--- config.mk ---
export PLATFORM = sky130hd
export DESIGN_NAME = fir_seq_ctrl_flat
export DESIGN_NICKNAME = d
export VERILOG_FILES = /design/src/rtl/fir_seq_ctrl_if.sv /design/src/rtl/fir_seq_ctrl.sv /design/src/flat_wrapper.sv
export SDC_FILE = /design/constraint.sdc
export NUM_CORES = 1
export LEC_CHECK = 0
export CORE_ASPECT_RATIO = 1.75
export CORE_MARGIN = 2
export CORE_UTILIZATION = 57
export CTS_BUF_LIST = sky130_fd_sc_hd__clkbuf_16
export CTS_CLUSTER_DIAMETER = 100
export DETAILED_ROUTE_END_ITERATION = 12
export GPL_TIMING_DRIVEN = 0
export PLACE_DENSITY = 0.82
export SYNTH_ARGS = -nofsm -noshare
export SYNTH_HDL_FRONTEND = slang
export SYNTH_SLANG_ARGS = --single-unit
--- constraint.sdc ---
create_clock -name clk -period 14.3 [get_ports clk]
set_input_delay 2.145 -clock clk [delete_from_list [all_inputs] [get_ports clk]]
set_output_delay 2.145 -clock clk [all_outputs]
set_load 0.005 [all_outputs]
--- src/rtl/fir_seq_ctrl_if.sv ---
// Stream bundle for fir_seq_ctrl:
// signed samples in, filtered results out.
interface fir_seq_ctrl_if #(
  parameter int DW = 8,
  parameter int AW = 16
);
  logic                 s_valid;
  logic                 s_ready;
  logic signed [DW-1:0] s_data;
  logic                 m_valid;
  logic                 m_ready;
  logic signed [AW-1:0] m_data;

  modport master (
    output s_valid,
    output s_data,
    output m_ready,
    input  s_ready,
    input  m_valid,
    input  m_data
  );

  modport slave (
    input  s_valid,
    input  s_data,
    input  m_ready,
    output s_ready,
    output m_valid,
    output m_data
  );
endinterface

--- src/rtl/fir_seq_ctrl.sv ---
// Time-multiplexed FIR: one shared MAC
// stepped across N taps per accepted sample.
module fir_seq_ctrl #(
  parameter int N  = 4,
  parameter int DW = 8,
  parameter int CW = 8,
  parameter int AW = 16,
  localparam int KW = $clog2(N)
) (
  input  logic                 clk,
  input  logic                 rst,
  fir_seq_ctrl_if.slave        io,
  input  logic                 coef_we,
  input  logic [KW-1:0]        coef_addr,
  input  logic signed [CW-1:0] coef_data,
  output logic                 coef_err,
  output logic                 busy
);

  localparam int PW = DW + CW;
  localparam logic [KW-1:0] KLAST =
    KW'(N - 1);
  localparam logic [KW:0] NLIM =
    (KW + 1)'(N);

  typedef enum logic [1:0] {
    IDLE,
    MAC,
    OUT
  } state_t;

  state_t state_q, state_d;

  logic signed [DW-1:0] x_q [N];
  logic signed [DW-1:0] x_d [N];
  logic signed [CW-1:0] h_q [N];
  logic signed [CW-1:0] h_d [N];

  logic signed [AW-1:0] acc_q, acc_d;
  logic signed [AW-1:0] m_data_q, m_data_d;
  logic [KW-1:0]        k_q, k_d;
  logic                 coef_err_q;
  logic                 coef_err_d;

  logic                 is_idle;
  logic                 coef_ok;
  logic signed [PW-1:0] prod;
  logic signed [AW-1:0] prod_ext;
  logic signed [AW-1:0] sum;

  assign is_idle    = (state_q == IDLE);
  assign io.s_ready = is_idle;
  assign io.m_valid = (state_q == OUT);
  assign io.m_data  = m_data_q;
  assign busy       = !is_idle;
  assign coef_err   = coef_err_q;

  assign coef_ok = is_idle &&
    ({1'b0, coef_addr} < NLIM);

  // Full-precision product, then wrap
  // into the accumulator width.
  assign prod = PW'(x_q[k_q]) *
                PW'(h_q[k_q]);
  assign prod_ext = AW'(prod);
  assign sum = acc_q + prod_ext;

  always_comb begin
    state_d    = state_q;
    acc_d      = acc_q;
    k_d        = k_q;
    m_data_d   = m_data_q;
    x_d        = x_q;
    h_d        = h_q;
    coef_err_d = 1'b0;

    if (coef_we) begin
      if (coef_ok) begin
        h_d[coef_addr] = coef_data;
      end else begin
        coef_err_d = 1'b1;
      end
    end

    unique case (state_q)
      IDLE: begin
        if (io.s_valid) begin
          for (int i = N - 1; i > 0; i--)
            x_d[i] = x_q[i-1];
          x_d[0]  = io.s_data;
          acc_d   = '0;
          k_d     = '0;
          state_d = MAC;
        end
      end
      MAC: begin
        acc_d = sum;
        k_d   = k_q + 1'b1;
        if (k_q == KLAST) begin
          m_data_d = sum;
          k_d      = '0;
          state_d  = OUT;
        end
      end
      OUT: begin
        if (io.m_ready)
          state_d = IDLE;
      end
      default: state_d = IDLE;
    endcase
  end

  always_ff @(posedge clk or posedge rst) begin
    if (rst) begin
      state_q    <= IDLE;
      acc_q      <= '0;
      k_q        <= '0;
      m_data_q   <= '0;
      coef_err_q <= 1'b0;
      for (int i = 0; i < N; i++) begin
        x_q[i] <= '0;
        h_q[i] <= CW'(1);
      end
    end else begin
      state_q    <= state_d;
      acc_q      <= acc_d;
      k_q        <= k_d;
      m_data_q   <= m_data_d;
      coef_err_q <= coef_err_d;
      x_q        <= x_d;
      h_q        <= h_d;
    end
  end

endmodule

--- src/flat_wrapper.sv ---
// flat-port wrapper written by rule: the top's interface ports become plain ports
module fir_seq_ctrl_flat 
#(
  parameter int N  = 4,
  parameter int DW = 8,
  parameter int CW = 8,
  parameter int AW = 16,
  localparam int KW = $clog2(N)
)
  (clk, rst, coef_we, coef_addr, coef_data, coef_err, busy, io_s_valid, io_s_data, io_m_ready, io_s_ready, io_m_valid, io_m_data);
  fir_seq_ctrl_if #(.DW(DW), .AW(AW)) io_i ();
  input  logic clk;
  input  logic rst;
  input  logic coef_we;
  input  logic [KW-1:0] coef_addr;
  input  logic signed [CW-1:0] coef_data;
  output logic coef_err;
  output logic busy;
  input wire logic [$bits(io_i.s_valid)-1:0] io_s_valid;
  input wire logic [$bits(io_i.s_data)-1:0] io_s_data;
  input wire logic [$bits(io_i.m_ready)-1:0] io_m_ready;
  output wire logic [$bits(io_i.s_ready)-1:0] io_s_ready;
  output wire logic [$bits(io_i.m_valid)-1:0] io_m_valid;
  output wire logic [$bits(io_i.m_data)-1:0] io_m_data;
  assign io_i.s_valid = io_s_valid;
  assign io_i.s_data = io_s_data;
  assign io_i.m_ready = io_m_ready;
  assign io_s_ready = io_i.s_ready;
  assign io_m_valid = io_i.m_valid;
  assign io_m_data = io_i.m_data;
  fir_seq_ctrl #(.N(N), .DW(DW), .CW(CW), .AW(AW)) u_core (.clk(clk), .rst(rst), .io(io_i), .coef_we(coef_we), .coef_addr(coef_addr), .coef_data(coef_data), .coef_err(coef_err), .busy(busy));
endmodule
==> out/results.txt <==
# nets final -> 849
Die Wd -> 88.60 µm
Core Rows -> 54
first-pass GRT wire length -> 27.41 mm
Worst-path clk slew -> 70 ps
share of layout cells above drive strength 1 -> 12.05%
CTS H-tree lvls -> 3
PostCTS Resize Cnt -> 0
die area -> 13470 µm²
fin. max-slew vios -> 0
ant diodes -> 0
DR WL/cell -> 18.25 µm
Port Buf Inserts -> 42
Fin Setup TNS -> 0 ps
chip height -> 152.0 µm
RSZ-0062 raised after global routing -> false
gr usage total -> 26.64%
FILL cells -> 931
Placer Congestion -> 0.8654
WP data required -> 14520 ps
latest clock arrival within the worst-skew pair -> 360 ps
Hold Crit Class -> flip-flop to flip-flop
# hold bufs at CTS -> 0
clk buf depth -> 2
final hold vios -> 0
Yosys reg bits -> 101
initial core utilization -> 57.73%
GRT overflow -> 0
Tcrit/Tclk final -> 45.50%
detailed placement HPWL -> 12.77 mm
register area -> 2532 µm²
Post-Syn Nets -> 795
Syn Area/Cell -> 10.77 µm²
actual slew at the worst max-slew pin -> 814.4 ps
Setup-failing EPs final -> 0
status -> complete, no violations
CTS tree -> done
CTS Buf Count -> 9
Mapped Area -> 7138 µm²
clock root buffer -> clkbuf_16
DRC viols -> 0
vias per cell -> 5.652
Syn Inst Count -> 663
crit path kind -> flip-flop to flip-flop
Worst Setup Start Kind -> flip-flop
DRT Wirelength -> 16.24 mm
area growth from synthesis to layout -> 13.30%
Synth warnings -> 0
max_slew headroom -> 45.35%
vias in the first global route -> 5723
sequential fraction of the synthesis area -> 35.48%
crit end category -> flip-flop
initial antenna violation count -> 0
post-route ant nets -> 0
Core ar. -> 12360 µm²
drt initial violations -> 271
Max-Cap Viols -> 0
arrival time at the worst endpoint -> 6730 ps
I/O pins -> 43
Clock Skew -> 7.449 ps
fmax -> 153.7 MHz
largest net degree at the start of global routing -> 77
post-CTS setup buffer count -> 0
clk sinks -> 101
First-pass DRT Iterations -> 6
multi-input combinational cell area -> 4255 µm²
CP max FO -> 10
Yosys cell types -> 45
Final min period -> 6506 ps
via count -> 5030
==> final timing paths <==
| path | cells after the start | start | slack, ps | endpoint |
|---|---|---|---|---|
| worst max-delay path | 17 | u_core.k_q[0] | 7790 | u_core.io.m_data[13] |
| worst min-delay path | 2 | u_core.x_q[4] | 480 | u_core.x_q[4] |
| worst max register to register | 17 | u_core.k_q[0] | 7790 | u_core.io.m_data[13] |
| worst min register to register | 2 | u_core.x_q[4] | 480 | u_core.x_q[4] |
| max in group asynchronous | 3 | rst | 11500 | u_core.x_q[25] |
| min in group asynchronous | 2 | rst | 2110 | u_core.io.m_data[0] |
==> synthesized netlist by cell type, drive strengths merged <==
cell,instances,share of area (%)
mux4,15,4.7
nor3b,5,0.60
mux2i,3,0.42
and2,37,3.2
nor3,3,0.28
o31ai,4,0.42
nand2,144,7.6
and3,1,0.088
nand2b,3,0.26
a31oi,1,0.088
buf,7,0.44
or4,2,0.21
o21ai,30,2.1
fa,71,20
mux2,39,6.2
a211oi,3,0.39
nor2,16,0.88
o2bb2ai,1,0.12
a21oi,7,0.49
ha,38,6.7
o21bai,2,0.21
xor2,4,0.49
o41a,1,0.16
nand3b,1,0.11
dfstp,4,1.5
nand4,1,0.088
o311ai,2,0.25
clkbuf,15,0.79
o21a,2,0.21
or2,2,0.18
nand3,10,0.70
a221oi,1,0.21
inv,70,3.7
dfrtp,97,34
nor2b,3,0.26
xnor2,13,1.6
a21o,5,0.54
==> layer usage <==
layer | global-route usage [%] | part of all wire, %
met5 | 0 | 0
met4 | 15.08 | 5.2
met3 | 4.508 | 4.0
met2 | 45.76 | 55
met1 | 30.46 | 36
==> state kept, by name (all words and copies together) (netlist names) <==
name and flops:
u_core.k_q 2, u_core.acc_q 16, u_core.io.m_data 16, u_core.h_q 32, u_core.coef_err 1, u_core.state_q 2
u_core.x_q 32
==> placed cells by master, fill, tap and decap left out, drive strengths merged, types with 3 or more instances in the layout <==
master	synthesis	routed
mux2i	3	3
mux4	15	15
and2	37	37
nor2b	3	3
nor3b	5	5
xor2	4	4
a21o	5	5
nand2	144	144
buf	7	8
nor3	3	3
o21ai	30	30
dfrtp	97	97
fa	71	71
a21oi	7	7
nor2	16	16
nand3	10	10
dfstp	4	4
clkinv	0	3
o31ai	4	4
ha	38	38
xnor2	13	13
mux2	39	39
nand2b	3	3
clkdlybuf4s50	0	42
a211oi	3	3
clkbuf	15	24
inv	70	74
==> kinds of logic after synthesis <==
logic type,after synthesis,share of synthesized area (%)
multiplexers,57,11.31
AND/OR/NAND/NOR,228,14.46
adder cells (fa/ha/maj),109,26.57
buffers and inverters,92,4.908
AO/OA/AOI/OAI,59,5.188
flip-flops,101,35.48
XOR/XNOR,17,2.086
==> stage by stage <==
stage | utilization [%] | worst slack [ps] | instance area, µm² | instances | hold WS [ps]
5_1_grt | 65.41 | 7596 | 8088 | 890 | 508.4
3_3_place_gp | 62.83 | 7908 | 7769 | 873 | 452.2
4_1_cts | 65.41 | 7790 | 8088 | 890 | 483.7
2_1_floorplan | - | 8730 | 7138 | 663 | 440.6
6_report | 65.41 | 7794 | 8088 | 890 | 480.4
3_5_place_dp | 63.07 | 7777 | 7799 | 874 | 462.1
==> critical path: stages, from the launching register on <==
cell and delay [ps]:
dfrtp_1 350, buf_2 380, buf_2 390, o21ai_1 360
or2_2 400, fa_1 520, fa_1 540, inv_1 50
fa_1 510, fa_1 580, fa_1 430, ha_1 350
o21ai_0 90, o21bai_1 130, o41a_1 430, a31oi_1 250
xor2_1 440, o21ai_0 150
==> final cells by class <==
cell class                 count  area share (%)
buffer                        22           1.083
clock buffer                   9           2.785
clock inverter                 7          0.7890
inverter                      70           3.280
multi-input combinational    470           52.61
sequential                   101           31.31
tap                          168           2.599
timing repair buffer          43           5.538
Power is not shown: default switching activity piles up to over one toggle a cycle in this logic, so the estimate is an artifact.
